--- src/rtl/rfg_framer_pkg.sv ---
// ---------------------------------------------------------------------------
// rfg_framer_pkg
// Shared types and helpers for the readback framer.
//   state_t              : framer FSM states
//   FRAME_HEADER_DEFAULT : default first byte of every frame
//   csum_add()           : 8-bit wrap-around add used for the frame checksum
// ---------------------------------------------------------------------------
package rfg_framer_pkg;

    typedef enum logic [3:0] {
        ST_IDLE,
        ST_HDR,
        ST_ADDR,
        ST_LENH,
        ST_LENL,
        ST_RD_ISSUE,
        ST_RD_WAIT,
        ST_DATA,
        ST_CSUM
    } state_t;

    localparam logic [7:0] FRAME_HEADER_DEFAULT = 8'hA5;

    function automatic logic [7:0] csum_add(input logic [7:0] a, input logic [7:0] b);
        return a + b;
    endfunction

endpackage

--- src/rtl/rfg_readback_framer.sv ---
// ---------------------------------------------------------------------------
// rfg_readback_framer
// Burst read engine and framer. One request (address, byte count, increment
// flag) produces single-byte register reads; the returned bytes are framed as
//   HEADER, ADDR, LEN[15:8], LEN[7:0], DATA x LEN, CSUM
// and written into the FTDI write FIFO, throttled by its prog_full flag.
//
// Ports
//   clk, rst           : clock, asynchronous active-high reset
//   req_*              : request handshake (valid/ready), address, length, incr
//   rfg_read/address   : one-cycle read strobe and address to the register file
//   rfg_read_data/done : returned byte and completion pulse
//   fifo_din/wr_en     : byte and write strobe into the FIFO
//   fifo_prog_full     : FIFO near full; no byte or read is started while high
//   busy               : a frame is in progress
//   timeout_err        : sticky read-timeout flag, cleared on next acceptance
// ---------------------------------------------------------------------------
module rfg_readback_framer
    import rfg_framer_pkg::*;
#(
    parameter logic [7:0]  FRAME_HEADER = FRAME_HEADER_DEFAULT,
    parameter int unsigned TIMEOUT      = 255
) (
    input  logic        clk,
    input  logic        rst,
    input  logic        req_valid,
    output logic        req_ready,
    input  logic [7:0]  req_address,
    input  logic [15:0] req_length,
    input  logic        req_incr,
    output logic        rfg_read,
    output logic [7:0]  rfg_address,
    input  logic [7:0]  rfg_read_data,
    input  logic        rfg_done,
    output logic [7:0]  fifo_din,
    output logic        fifo_wr_en,
    input  logic        fifo_prog_full,
    output logic        busy,
    output logic        timeout_err
);

    localparam logic [15:0] TMO_LIMIT = 16'(TIMEOUT);

    state_t      r_state;
    logic        r_req_ready;
    logic        r_rfg_read;
    logic [7:0]  r_rfg_address;
    logic [7:0]  r_fifo_din;
    logic        r_fifo_wr_en;
    logic        r_busy;
    logic        r_timeout_err;
    logic        r_incr;
    logic [15:0] r_length;
    logic [15:0] r_remaining;
    logic [7:0]  r_csum;
    logic [7:0]  r_data;
    logic [15:0] r_tmo_cnt;

    state_t      w_state_next;
    logic        w_req_ready_next;
    logic        w_rfg_read_next;
    logic [7:0]  w_rfg_address_next;
    logic [7:0]  w_fifo_din_next;
    logic        w_fifo_wr_en_next;
    logic        w_busy_next;
    logic        w_timeout_err_next;
    logic        w_incr_next;
    logic [15:0] w_length_next;
    logic [15:0] w_remaining_next;
    logic [7:0]  w_csum_next;
    logic [7:0]  w_data_next;
    logic [15:0] w_tmo_cnt_next;
    logic        w_accept;
    logic [15:0] w_tmo_inc;

    assign w_tmo_inc = r_tmo_cnt + 16'd1;

    always_comb begin
        w_state_next       = r_state;
        w_rfg_read_next    = 1'b0;
        w_rfg_address_next = r_rfg_address;
        w_fifo_din_next    = r_fifo_din;
        w_fifo_wr_en_next  = 1'b0;
        w_timeout_err_next = r_timeout_err;
        w_incr_next        = r_incr;
        w_length_next      = r_length;
        w_remaining_next   = r_remaining;
        w_csum_next        = r_csum;
        w_data_next        = r_data;
        w_tmo_cnt_next     = r_tmo_cnt;
        w_accept           = 1'b0;

        case (r_state)
            ST_IDLE: begin
                if (req_valid && r_req_ready) begin
                    w_accept           = 1'b1;
                    w_rfg_address_next = req_address;
                    w_length_next      = req_length;
                    w_incr_next        = req_incr;
                    w_csum_next        = 8'h00;
                    w_timeout_err_next = 1'b0;
                    w_state_next       = ST_HDR;
                end
            end
            ST_HDR: begin
                if (!fifo_prog_full) begin
                    w_fifo_wr_en_next = 1'b1;
                    w_fifo_din_next   = FRAME_HEADER;
                    w_state_next      = ST_ADDR;
                end
            end
            ST_ADDR: begin
                // rfg_address still holds the start address here; it only
                // advances once data bytes are emitted.
                if (!fifo_prog_full) begin
                    w_fifo_wr_en_next = 1'b1;
                    w_fifo_din_next   = r_rfg_address;
                    w_csum_next       = csum_add(r_csum, r_rfg_address);
                    w_state_next      = ST_LENH;
                end
            end
            ST_LENH: begin
                if (!fifo_prog_full) begin
                    w_fifo_wr_en_next = 1'b1;
                    w_fifo_din_next   = r_length[15:8];
                    w_csum_next       = csum_add(r_csum, r_length[15:8]);
                    w_state_next      = ST_LENL;
                end
            end
            ST_LENL: begin
                if (!fifo_prog_full) begin
                    w_fifo_wr_en_next = 1'b1;
                    w_fifo_din_next   = r_length[7:0];
                    w_csum_next       = csum_add(r_csum, r_length[7:0]);
                    w_remaining_next  = r_length;
                    w_state_next      = (r_length == 16'd0) ? ST_CSUM : ST_RD_ISSUE;
                end
            end
            ST_RD_ISSUE: begin
                // Reads are held off while the FIFO is near full so the
                // returned byte always has somewhere to go.
                if (!fifo_prog_full) begin
                    w_rfg_read_next = 1'b1;
                    w_tmo_cnt_next  = 16'd0;
                    w_state_next    = ST_RD_WAIT;
                end
            end
            ST_RD_WAIT: begin
                if (rfg_done) begin
                    w_data_next  = rfg_read_data;
                    w_state_next = ST_DATA;
                end else if (w_tmo_inc == TMO_LIMIT) begin
                    // Substitute a zero byte so the frame keeps its length.
                    w_data_next        = 8'h00;
                    w_timeout_err_next = 1'b1;
                    w_state_next       = ST_DATA;
                end else begin
                    w_tmo_cnt_next = w_tmo_inc;
                end
            end
            ST_DATA: begin
                if (!fifo_prog_full) begin
                    w_fifo_wr_en_next = 1'b1;
                    w_fifo_din_next   = r_data;
                    w_csum_next       = csum_add(r_csum, r_data);
                    w_remaining_next  = r_remaining - 16'd1;
                    if (r_incr) begin
                        w_rfg_address_next = r_rfg_address + 8'd1;
                    end
                    w_state_next = (r_remaining == 16'd1) ? ST_CSUM : ST_RD_ISSUE;
                end
            end
            ST_CSUM: begin
                if (!fifo_prog_full) begin
                    w_fifo_wr_en_next = 1'b1;
                    w_fifo_din_next   = r_csum;
                    w_state_next      = ST_IDLE;
                end
            end
            default: begin
                w_state_next = ST_IDLE;
            end
        endcase

        // Ready rises one cycle after returning to IDLE, which keeps it low in
        // the cycle following the checksum write.
        w_req_ready_next = (r_state == ST_IDLE) && !w_accept;
        w_busy_next      = (w_state_next != ST_IDLE);
    end

    always_ff @(posedge clk or posedge rst) begin
        if (rst) begin
            r_state       <= ST_IDLE;
            r_req_ready   <= 1'b0;
            r_rfg_read    <= 1'b0;
            r_rfg_address <= 8'h00;
            r_fifo_din    <= 8'h00;
            r_fifo_wr_en  <= 1'b0;
            r_busy        <= 1'b0;
            r_timeout_err <= 1'b0;
            r_incr        <= 1'b0;
            r_length      <= 16'd0;
            r_remaining   <= 16'd0;
            r_csum        <= 8'h00;
            r_data        <= 8'h00;
            r_tmo_cnt     <= 16'd0;
        end else begin
            r_state       <= w_state_next;
            r_req_ready   <= w_req_ready_next;
            r_rfg_read    <= w_rfg_read_next;
            r_rfg_address <= w_rfg_address_next;
            r_fifo_din    <= w_fifo_din_next;
            r_fifo_wr_en  <= w_fifo_wr_en_next;
            r_busy        <= w_busy_next;
            r_timeout_err <= w_timeout_err_next;
            r_incr        <= w_incr_next;
            r_length      <= w_length_next;
            r_remaining   <= w_remaining_next;
            r_csum        <= w_csum_next;
            r_data        <= w_data_next;
            r_tmo_cnt     <= w_tmo_cnt_next;
        end
    end

    assign req_ready   = r_req_ready;
    assign rfg_read    = r_rfg_read;
    assign rfg_address = r_rfg_address;
    assign fifo_din    = r_fifo_din;
    assign fifo_wr_en  = r_fifo_wr_en;
    assign busy        = r_busy;
    assign timeout_err = r_timeout_err;

endmodule

--- config.mk ---
export PLATFORM = sky130hd
export DESIGN_NAME = rfg_readback_framer
export DESIGN_NICKNAME = d
export VERILOG_FILES = /design/src/rtl/rfg_framer_pkg.sv /design/src/rtl/rfg_readback_framer.sv
export SDC_FILE = /design/constraint.sdc
export NUM_CORES = 1
export LEC_CHECK = 0
export CORE_MARGIN = 3
export CORE_UTILIZATION = 26
export CTS_CLUSTER_SIZE = 30
export DETAILED_ROUTE_END_ITERATION = 16
export PLACE_DENSITY = 0.56
export SLEW_MARGIN = 5
export SYNTH_ARGS = -nofsm -noshare
export SYNTH_HDL_FRONTEND = slang
export SYNTH_SLANG_ARGS = --single-unit
--- constraint.sdc ---
create_clock -name clk -period 3 [get_ports clk]
set_input_delay 0.3 -clock clk [delete_from_list [all_inputs] [get_ports clk]]
set_output_delay 0.3 -clock clk [all_outputs]
set_load 0.01 [all_outputs]
### Word level (Yosys, flattened, before mapping)

Index checks and enable logic that the tools add are counted.

* flip-flop bits (word level): 90
* input bits: 38
* output and inout port bits: 21
* logic and storage cells: 113

* add/sub/neg operators: 7
* eq/ne operators: 22
* multiplexer cells: 48
* reduce and logical (&&, ||, !) cells: 22

Operators with widths (number)
* $mux 8: 16
* $mux 16: 5
* $pmux 16 s2: 2
* $mux 4: 12
* $pmux 8 s6: 1
* $pmux 8 s5: 1
* $pmux 4 s9: 1
* $add 8x8->8: 4
* $ne 2x2->1 const B: 12
* $add 16x1->16 const B: 1
* $eq 16x1->1 const B: 1
* $eq 16x8->1 const B: 1
* $eq 4x3->1 const B: 4
* $logic_not 16->1: 1
* $pmux 8 s2: 1
* $sub 16x1->16 const B: 1
* $reduce_and 4->1: 3
* $reduce_bool 2->1: 5
* $add 8x1->8 const B: 1
* $eq 4x2->1 const B: 2
* $mux 1: 8
* $reduce_and 7->1: 1
* $reduce_and 6->1: 1
* $reduce_bool 6->1: 1
* other kinds (11): 13

### Longest topological paths before layout

* depth in word-level cells: 6
* gate-level depth with buffers: 16
* depth with buffers taken out: 15

### Worst setup path after synthesis

No wires, ideal clock.

* path type: reg-to-reg
* start: reg r_state[1]
* end: reg r_csum[6]
* setup time: 0.121 ns
* arrival: 3.092 ns
* required time: 2.879 ns
* setup slack: -0.213 ns
* cell stages (with the launch flop): 17
* buffers on the path: 2
* clock period less this slack: 3.213 ns
* cells stage by stage: dfrtp_1 -> clkbuf_1 -> nand2_1 -> nor2_1 -> clkbuf_1 -> a22oi_1 -> a31oi_1 -> ha_1 -> inv_1 -> fa_1 -> inv_1 -> a21o_1 -> a21oi_1 -> o21bai_1 -> a21oi_1 -> xnor2_1 -> a22o_1

* longest elaborated chain between the ends: 3
* elaborated cells on any way between the ends: 13
* those cells by class: eq/ne (9); mux (1); reduce/logical (3)

RTL lines
* from (decl): RTL line rfg_readback_framer.sv:44 `state_t r_state;`
* from (signal assigned): RTL line rfg_readback_framer.sv:208 `r_state <= w_state_next;`
* $eq 4x3->1 (tied with other cells): RTL line rfg_readback_framer.sv:93 `case (r_state)`
* $reduce_bool 5->1 (no line) / $ne 2x2->1 (equally long branches)
* $reduce_and 6->1 (no line)
* to (signal assigned): RTL line rfg_readback_framer.sv:219 `r_csum <= w_csum_next;`
* to (decl): RTL line rfg_readback_framer.sv:55 `logic [7:0] r_csum;`

Several ways; a longest one is shown, not always the timed one.
A chain may end at the register's enable or synchronous reset.

### Worst setup path after layout

* start: reg r_state[3]
* end: reg r_csum[6]

Same word-level chain as after synthesis.

==> metrics list <==
- Routed Antenna Nets: 0
* Initial cell density of the core: 0.268
- Critical Path Start Type: flip-flop
- TritonCTS built the clock tree.
* Cell class contributing the biggest share of worst-path delay: compound AO/OA/AOI/OAI gates
- Die outline width: 149 µm
- Based on the critical path, the design can be clocked at up to 0.356 GHz.
* Buffers and inverters on the worst path: 3
- Clock root buffer: sky130_fd_sc_hd__clkbuf_16
- Reg power frac: 0.363
- Highest fanout seen on the critical path: 5
- The number of antenna diodes in the final layout is 0.
* WP data arrival: 3.05 ns
- Port-buffer cells: 58
- Number of synthesized flops with an enable pin: 0
- Main area contributors after synthesis: sky130_fd_sc_hd__dfrtp_1 42%, sky130_fd_sc_hd__o21ai_0 5.8%, sky130_fd_sc_hd__nand2_1 5.2%, sky130_fd_sc_hd__mux2_2 4.0%, sky130_fd_sc_hd__nor2_1 3.5%
* Switching power total: 2.62 mW
* Detailed placer's ending HPWL: 11,800 µm
* Placer congestion estimate: 0.875
- Switching power as a share of total power: 0.417
- The H-tree was split into 3 levels.
- Mean instance size in the synthesized netlist: 8.74 µm²
* Setup_tns: 0 ns
- For this block, the via count after detailed routing is 4,868.
- Count of routing violations after the opening detailed-route iteration: 379
* Total chip power: 6.28 mW
- The Yosys step of the flow raised 0 warnings.
* Total power divided by cell area: 936 nW/µm²
* Slew at the pin closest to its max-slew limit: 0.723 ns
- Main synth FF type: sky130_fd_sc_hd__dfrtp_1
- Wire length of the first global-routing pass: 25,600 µm
- Hold Buf Count CTS: 0
* Height of the die: 149 µm
- Area enclosed by the die boundary: 22,200 µm²
- The via count of the first global-routing pass is 4,580.
- Cells after DPL: 931
- Slew Limit Fails: 0
- Layout Skew: 0.00797 ns
- FFs w/ async S/R, synth: 1.00
- Total CTS buffers: 9
* Status: completed
* Flip-flop and latch count after synthesis: 90
* Cell type of the slowest stage on the worst timing path: sky130_fd_sc_hd__dfrtp_1
- Before antenna repair, the detailed router went through 5 iterations.
- On the worst path, the slowest cell contributes a delay of 0.40 ns.
* Largest voltage drop on the vdd net: 420 µV
- Setup violations remaining at the end of the flow were counted as 0.
- Clock insertion delay at the later pin of the skew report: 0.35 ns
- Dividing the final minimum period by the clock period gives 0.937.
- Final Hold Slack: 0.293 ns
- The share of the Yosys chip area taken by registers is 0.424.
- Max-cap violations: 0
- Clock-pin slew was measured on the worst setup and hold paths at 0.07 ns.
* Post-synthesis cell type count: 58
* Placeable core region: 19,800 µm²
* Row Count: 51
- The signal on the critical path passes through nand2b_1, buf_4, nor2_4, a22oi_1, a31oi_1, ha_2, inv_1, fa_1, inv_1, a21o_1, a21oi_1, o21bai_1, a21oi_1, xnor2_1, a22o_1.
- Nets@finish: 733
- The worst path in the final design needs a cycle of 2.81 ns, including I/O delays and setup.
* Pin count of the biggest net entering global routing: 62
- Setup repair after global routing missed its margin: false
- In this run the tightest slew margin relative to its limit is 0.515.
- DR WL/cell: 16.7 µm
- In the routed design, unresolved DRC markers number 0.
- Synthesis handed over a netlist of 607 instances.
- Across all setup checks in the final design, the least slack found is 0.189 ns.
- Number of non-filler instances in the completed layout: 952
- Total grt overflow: 0
- Overall routed net length: 15,900 µm
- For this design the static power due to leakage is 2.76 nW.
* Critical path endpoint category: flip-flop
- Req. time, crit path: 3.24 ns
- Internal power: 3.66 mW
- Of the total power, the clock network draws 0.173.
- The clock passes through at most 2 buffers.
- Of the post-synthesis cell area, the dominant cell type holds 0.424.
- Library cell with the largest summed area after synthesis: sky130_fd_sc_hd__dfrtp_1
* Sink Count: 90
* Initial antenna violation count: 0
- Compared with the post-synthesis result, the final layout area differs by 26.3%.
* Synthesized Nets: 658
- Of the total power, combinational logic draws 0.464.
- Pre-CTS worst setup slack: 0.186 ns
* Average vias per placed instance: 5.11
- Final hold violation count: 0
* Start-to-end type of the worst setup path: flip-flop to flip-flop
- Of the cells placed in the final design, the portion with a size suffix greater than 1 is 0.130.
- For this run, the total global-route usage over all layers was measured as 0.146.
- Summing every instance area after synthesis gives 5310 µm².
- Num ports: 59
- The path class of the tightest hold or removal check is primary input to asynchronous set/reset pin.
==> registers in the layout (all words and copies together), names as in the netlist <==
signal,count
req_ready,1
timeout_err,1
fifo_din,8
r_csum,8
r_remaining,16
r_incr,1
r_length,16
r_data,8
rfg_read,1
busy,1
r_tmo_cnt,16
rfg_address,8
r_state,4
fifo_wr_en,1
==> layout by cell type (no fill, tap or decap), types with 4 or more instances in the layout <==
cell,synthesis,final
sky130_fd_sc_hd__dfrtp_1,90,90
sky130_fd_sc_hd__nand2_1,74,73
sky130_fd_sc_hd__o21ai_0,62,62
sky130_fd_sc_hd__clkdlybuf4s50_1,0,58
sky130_fd_sc_hd__nor2_1,50,48
sky130_fd_sc_hd__a21oi_1,36,36
sky130_fd_sc_hd__buf_4,0,33
sky130_fd_sc_hd__inv_1,21,20
sky130_fd_sc_hd__nand3_1,20,20
sky130_fd_sc_hd__mux2_2,19,19
sky130_fd_sc_hd__a31oi_1,18,18
sky130_fd_sc_hd__nor3_1,18,17
sky130_fd_sc_hd__a22oi_1,15,15
sky130_fd_sc_hd__a22o_1,11,11
sky130_fd_sc_hd__ha_1,12,11
sky130_fd_sc_hd__nor2b_1,9,9
sky130_fd_sc_hd__xnor2_1,9,9
sky130_fd_sc_hd__and3_1,9,9
sky130_fd_sc_hd__clkbuf_16,0,9
sky130_fd_sc_hd__nor4_1,8,8
sky130_fd_sc_hd__o22ai_1,8,8
sky130_fd_sc_hd__o22a_1,8,8
sky130_fd_sc_hd__or3_1,6,6
sky130_fd_sc_hd__a21o_1,5,5
sky130_fd_sc_hd__nand2b_1,4,4
sky130_fd_sc_hd__and2_1,4,4
sky130_fd_sc_hd__o211ai_1,4,4
sky130_fd_sc_hd__nand4_1,4,4
sky130_fd_sc_hd__nor3b_1,4,4
sky130_fd_sc_hd__clkinv_2,0,4
==> Yosys cell counts, types with 4 or more instances <==
| cell | instances |
|---|---|
| sky130_fd_sc_hd__o22a_1 | 8 |
| sky130_fd_sc_hd__nor2b_1 | 9 |
| sky130_fd_sc_hd__or3_1 | 6 |
| sky130_fd_sc_hd__o211ai_1 | 4 |
| sky130_fd_sc_hd__a22o_1 | 11 |
| sky130_fd_sc_hd__a22oi_1 | 15 |
| sky130_fd_sc_hd__mux2_2 | 19 |
| sky130_fd_sc_hd__a21oi_1 | 36 |
| sky130_fd_sc_hd__buf_2 | 6 |
| sky130_fd_sc_hd__nand2_1 | 74 |
| sky130_fd_sc_hd__buf_1 | 4 |
| sky130_fd_sc_hd__nand2b_1 | 4 |
| sky130_fd_sc_hd__a21o_1 | 5 |
| sky130_fd_sc_hd__and3_1 | 9 |
| sky130_fd_sc_hd__nand4_1 | 4 |
| sky130_fd_sc_hd__dfrtp_1 | 90 |
| sky130_fd_sc_hd__nand3_1 | 20 |
| sky130_fd_sc_hd__a31oi_1 | 18 |
| sky130_fd_sc_hd__nor4_1 | 8 |
| sky130_fd_sc_hd__inv_1 | 21 |
| sky130_fd_sc_hd__nor3_1 | 18 |
| sky130_fd_sc_hd__o22ai_1 | 8 |
| sky130_fd_sc_hd__clkbuf_1 | 19 |
| sky130_fd_sc_hd__nor2_1 | 50 |
| sky130_fd_sc_hd__xnor2_1 | 9 |
| sky130_fd_sc_hd__o21ai_0 | 62 |
| sky130_fd_sc_hd__nor3b_1 | 4 |
| sky130_fd_sc_hd__ha_1 | 12 |
| sky130_fd_sc_hd__and2_1 | 4 |
==> power groups by stage <==
stage	Combinational, mW	Clock, mW	Sequential [mW]
floorplan	1.84	0	2.11
global placement	2.81	0	2.29
detailed placement	2.83	0	2.28
CTS	2.84	1.13	2.27
global route	3.25	1.19	2.34
finish	2.91	1.09	2.28
==> cells by family after synthesis <==
| group | share of synthesized area |
|---|---|
| and+or+nand+nor | 0.211 |
| AOI/OAI and AO/OA | 0.230 |
| adders and majority gates | 0.0321 |
| muxes | 0.0441 |
| xor gates and xnor gates | 0.0198 |
| DFF | 0.424 |
| buffers and inverters | 0.0389 |
==> routing by layer <==
metal | vias to the layer above | wire length (µm) | track usage
met1 | 2325 | 7410 | 0.209
met2 | 150 | 7130 | 0.224
met3 | 15 | 1110 | 0.0368
met5 | - | 0 | 0
met4 | 0 | 207 | 0.0343
li1 | 2378 | - | -
==> worst paths after layout <==
kind	start	endpoint	slack [ns]	depth (start not counted)
max in group asynchronous	rst	r_incr	2.01	3
min in group clk	fifo_din[4]	fifo_din[4]	0.47	2
max	r_state[3]	r_csum[6]	0.19	15
min reg2reg	fifo_din[4]	fifo_din[4]	0.47	2
max reg2reg	r_state[3]	r_csum[6]	0.19	15
min	rst	r_tmo_cnt[13]	0.29	2
==> metrics by stage <==
step	cell area (µm²)	utilization
after detailed placement	6360	0.322
after global placement	6360	0.322
after floorplan	5320	-
after global routing	6700	0.339
after CTS	6640	0.336
final	6700	0.339
==> timing repair <==
action | CTS | global route
setup endpoints to repair | 0 | 2
gates resized for setup | 0 | 6
setup buffers | 0 | 5
==> cell type report <==
type | instances | area, µm²
repair buffers | 94 | 880
fillers | 2084 | 13100
flip-flops and latches | 90 | 2250
clock inverters | 6 | 40.0
clock buffers | 10 | 239
inverters | 21 | 80.1
multi-input cells | 466 | 2880
well taps | 265 | 332
==> worst register-to-register path: stages (launching register included) <==
cell and delay (ns):
sky130_fd_sc_hd__dfrtp_1 0.40, sky130_fd_sc_hd__nand2b_1 0.17, sky130_fd_sc_hd__buf_4 0.17, sky130_fd_sc_hd__nor2_4 0.14
sky130_fd_sc_hd__a22oi_1 0.12, sky130_fd_sc_hd__a31oi_1 0.20, sky130_fd_sc_hd__ha_2 0.23, sky130_fd_sc_hd__inv_1 0.05
sky130_fd_sc_hd__fa_1 0.39, sky130_fd_sc_hd__inv_1 0.07, sky130_fd_sc_hd__a21o_1 0.11, sky130_fd_sc_hd__a21oi_1 0.09
sky130_fd_sc_hd__o21bai_1 0.16, sky130_fd_sc_hd__a21oi_1 0.10, sky130_fd_sc_hd__xnor2_1 0.12, sky130_fd_sc_hd__a22o_1 0.19
Power figures use the tool's default switching activity.
==> edit 1, RTL diff (config.mk and constraints unchanged) <==
Make the reset (`rst`) synchronous in one clocked block. Comments in the files are not updated.
--- a/src/rtl/rfg_readback_framer.sv
+++ b/src/rtl/rfg_readback_framer.sv
@@ -190,3 +190,3 @@
 
-    always_ff @(posedge clk or posedge rst) begin
+    always_ff @(posedge clk) begin
         if (rst) begin
Function: differs if rst is asserted again (counterexample within 4 cycles, from zero or initial values and one cycle with rst high); with rst held inactive, the same outputs for 10 cycles.
==> edit 1 against the original RTL <==
First-iteration DRC count is 13% higher. Synthesized cell count is 12% higher. Final area is 3.8% lower. Sequential cell count stayed put. Critical endpoint is now r_csum[6]. Synthesized area is 4.9% lower. Routed wire length is 2.8% lower. Clock skew is 0.00076 ns lower. Setup slack worse by 0.15 ns.
Power is not compared: it rests on default switching activity, and its combinational part moved more than twofold at a synthesized area within 25%.
==> edit 1: results (changes against the original RTL) <==
peak supply drop around 0.00025 V; Max-slew headroom 49.2% (-2.3 points); complex-gate fraction of the synthesized area 25.1% (+2.1 points); Via density 5.08 (-0.69%); Synth area leaders dfxtp_1, nand2_1, a21oi_1; met2 usage 21.5% (-0.84 points); layout cell share with drive strength beyond 1 10.9% (-2.0 points); WL final 15400 um (-2.8%); Port Buffers 58 (unchanged); xor/xnor share of the synthesized area 2.25% (+0.27 points); mean area per synthesized cell 7.42 um^2 (-15%); DR iter-0 viols 430 (+13%); cts repair resizes 0 (unchanged); status complete, no violations; clock tree buffer depth 2 (unchanged); R2R depth 14 (-1); cts bufs inserted 9 (unchanged); LEAKAGE roughly 0.0022 uW; slowest CP cell a222oi_1; dpl cells 993 (+6.7%); Ys Warns 0 (unchanged); clk_skew 0.00721 ns (-0.000760 ns); wire length on met2 6620 um (-7.1%); final net count 798 (+8.9%); Metal-1 WL 7590 um (+2.4%); met3 usage 3.15% (-0.53 points); setup bufs post-CTS 0 (unchanged); post-synthesis mux area share 0.198% (-4.2 points); vias in the first global route 4695 (+2.5%); routed vias 5134 (+5.5%); dpl cell area 6070 um^2 (-4.7%); Post-Syn Nets 732 (+11%); CP max stage delay 0.45 ns (+0.05 ns); Hold Crit Class in -> reg; Detail Placement HPWL 11200 um (-5.5%); 1st-pass router iterations 5 (unchanged); met1 GRT Util 20.6% (-0.35 points); synth cell count leaders nand2_1, dfxtp_1, nor2_1, a21oi_1, o21ai_0; Netlist cell types 64 (+10%); Place WS 0.0521 ns (-0.134 ns); GRT Util Overall 14.5% (-0.10 points); Worst-path clk slew 0.07 ns (about the same); DR WL met3 881 um (-21%); first-pass GRT wire length 25000 um (-2.3%); ant diodes 0 (unchanged); routability congestion estimate 0.876 (about the same); Post-synth top flop dfxtp_1; CP Data Arrival Time 3.19 ns (+0.14 ns); Largest regs r_length (16), r_remaining (16), r_tmo_cnt (16); asr flop ratio synth 0% (-100 points); adder-cell share of the synthesized area 3.37% (+0.16 points); Max FO, Critical Path 18 (+13); pin count of the biggest net entering global routing 41 (-34%); Worst-Skew Late Latency 0.35 ns (about the same); H-tree depth 3 (unchanged); register area share after synthesis 35.7% (-6.8 points); initial antenna violation count 0 (unchanged); root buf cell clkbuf_16; Post-synth EDFFs 0 (unchanged)
-- edit 1: changes by cell type after synthesis, moves of 19 or more --
| cell | before | now |
|---|---|---|
| a21oi_1 | 36 | 68 |
| dfrtp_1 | 90 | 0 |
| dfxtp_1 | 0 | 90 |
| mux2_2 | 19 | 0 |
| nand2_1 | 74 | 106 |
| nor2_1 | 50 | 70 |
| o21ai_0 | 62 | 35 |
-- edit 1: layout make-up --
cell class                 count  area, um^2
fill                        2062       12400
multi-input combinational    525        3040
sequential                    90        1800
timing repair buffer          99         887
tap                          260         325
clock buffer                  11         233
inverter                      22        82.6
clock inverter                 4        77.6
-- edit 1: worst paths after layout --
check                  start          to  slack [ns]
hold reg to reg    r_data[4]   r_data[4]        0.48
hold / removal           rst  r_state[1]        0.25
setup reg to reg  r_state[2]   r_csum[6]        0.04
setup / recovery  r_state[2]   r_csum[6]        0.04
-- edit 1: power breakdown --
part | internal, uW | switching [uW]
Clock | 729 | 484
Combinational | 175 | 205
Sequential | 1230 | 47.9
Total | 2140 | 737
==> edit 2, RTL diff (config.mk and constraints unchanged) <==
Without the edit above. Set the parameter `TIMEOUT` to 128 (it was 255).
--- a/src/rtl/rfg_readback_framer.sv
+++ b/src/rtl/rfg_readback_framer.sv
@@ -21,3 +21,3 @@
     parameter logic [7:0]  FRAME_HEADER = FRAME_HEADER_DEFAULT,
-    parameter int unsigned TIMEOUT      = 255
+    parameter int unsigned TIMEOUT      = 128
 ) (
Formal check against the unedited RTL: no difference found for any inputs over 10 cycles, from zero or initial values and one cycle with rst high; that may be too few to reach the edited logic, so the function may still have changed.
==> edit 2 against the original RTL <==
Die area up 3.5%. Synthesized area is 3.6% higher. Critical path type unchanged. Routed wire length rose by 4.6%. Sequential cell count stayed put. Setup slack got worse by 0.031 ns. Critical endpoint is now r_csum[7]. Global-route usage about the same. Clock power rose by 17%. Highest routed layer unchanged. Final area is 3.4% higher. Critical path depth is 2 lower. Total power rose by 0.85%.
==> edit 2: results (changes against the original RTL) <==
final net count 765 (+4.4%); 1st-pass router iterations 7 (+2); first-pass GRT wire length 26300 um (+2.6%); clock tree buffer depth 2 (unchanged); clk_skew 0.00772 ns (-0.000250 ns); Sw Share 41.4% (-0.33 points); LEAKAGE 0.00293 uW (+6.2%); pin count of the biggest net entering global routing 37 (-40%); routability congestion estimate 0.856 (-2.2%); Post-Syn Nets 699 (+6.2%); status complete, no violations; GRT Util Overall 14.6% (about the same); peak supply drop 0.000356 V (-15%); register area share after synthesis 41.0% (-1.5 points); DR iter-0 viols 323 (-15%); asr flop ratio synth 100% (unchanged); Synth area leaders dfrtp_1, nand2_1, o21ai_0; synth cell count leaders nand2_1, dfrtp_1, o21ai_0, nor2_1; vias in the first global route 4767 (+4.1%); Detail Placement HPWL 12200 um (+3.2%); Ys Warns 0 (unchanged); Max FO, Critical Path 13 (+8); Slew @ Worst Pin 0.845 ns (+0.122 ns); layout cell share with drive strength beyond 1 12.6% (-0.32 points); routed vias 5097 (+4.7%); Netlist cell types 73 (+26%); Fillers 2173 (+4.3%); WL final 16600 um (+4.6%)
==> edit 2: power groups by stage <==
stage                     logic [uW]  registers [uW]  clock network (uW)
after global placement          2740            2200                   0
after floorplan                 1830            2020                   0
after CTS                       2760            2170                1310
final                           2870            2190                1270
after detailed placement        2740            2190                   0
after global routing            3210            2250                1360
==> edit 2: cell type report <==
| type | instances | area (um^2) | area share [%] |
|---|---|---|---|
| multi-input cells | 504 | 3100 | 44.7 |
| flip-flops and latches | 90 | 2250 | 32.5 |
| repair buffers | 91 | 832 | 12.0 |
| well taps | 270 | 338 | 4.88 |
| clock buffers | 11 | 253 | 3.65 |
| clock inverters | 5 | 83.8 | 1.21 |
| inverters | 19 | 73.8 | 1.07 |
==> edit 2: logic make-up after synthesis <==
family / synth area share [%]
AOI/OAI and AO/OA: 24.6
xor gates and xnor gates: 1.43
adders and majority gates: 2.87
buffers and inverters: 4.14
DFF: 41.0
muxes: 0.933
and+or+nand+nor: 25.0
==> edit 2: worst max-delay path, stage by stage (launching register included) <==
cell      delay, ns
dfrtp_1        0.41
buf_6          0.16
nor4b_4        0.36
buf_4          0.20
a22oi_1        0.09
nand2_1        0.13
a21o_1         0.10
ha_1           0.24
inv_1          0.12
o221ai_1       0.19
o41ai_2        0.25
xnor2_1        0.12
or3_1          0.31
o21ai_1        0.08
==> edit 2: what timing repair did <==
item	CTS	global route
pin swaps	0	5
buffers inserted	0	4
hold buffers	0	0
gates resized for setup	1	14
endpoints found under the setup margin	2	2
==> edit 2: routing by layer <==
metal / global-route usage, % / vias to the layer above / wire length, um
met2: 21.8 / 130 / 7390
met4: 4.08 / 0 / 248
li1: - / 2502 / -
met5: 0 / - / 0
met1: 21.4 / 2442 / 8130
met3: 3.14 / 23 / 813
==> edit 2: per-stage QoR <==
step	instances	cell area (um^2)	util, %	setup slack [ns]	TNS (ns)
floorplan	649	5510	-	0.0140	0
global placement	970	6490	31.7	-0.00893	-0.00893
detailed placement	970	6490	31.7	-0.126	-0.251
CTS	986	6840	33.4	0.0809	0
global route	990	6930	33.8	-0.0221	-0.0232
finish	990	6930	33.8	0.158	0
==> edit 2: final timing paths <==
| kind | from | slack [ns] | end | cells past startpoint |
|---|---|---|---|---|
| worst max-delay path | r_state[1] | 0.16 | r_csum[7] | 13 |
| worst min-delay path | rst | 0.34 | r_remaining[0] | 2 |
| worst max register to register | r_state[1] | 0.16 | r_csum[7] | 13 |
| worst min register to register | r_remaining[15] | 0.50 | r_remaining[15] | 1 |
| max in group asynchronous | rst | 1.97 | r_remaining[14] | 3 |
| min in group clk | req_length[13] | 0.49 | r_length[13] | 3 |
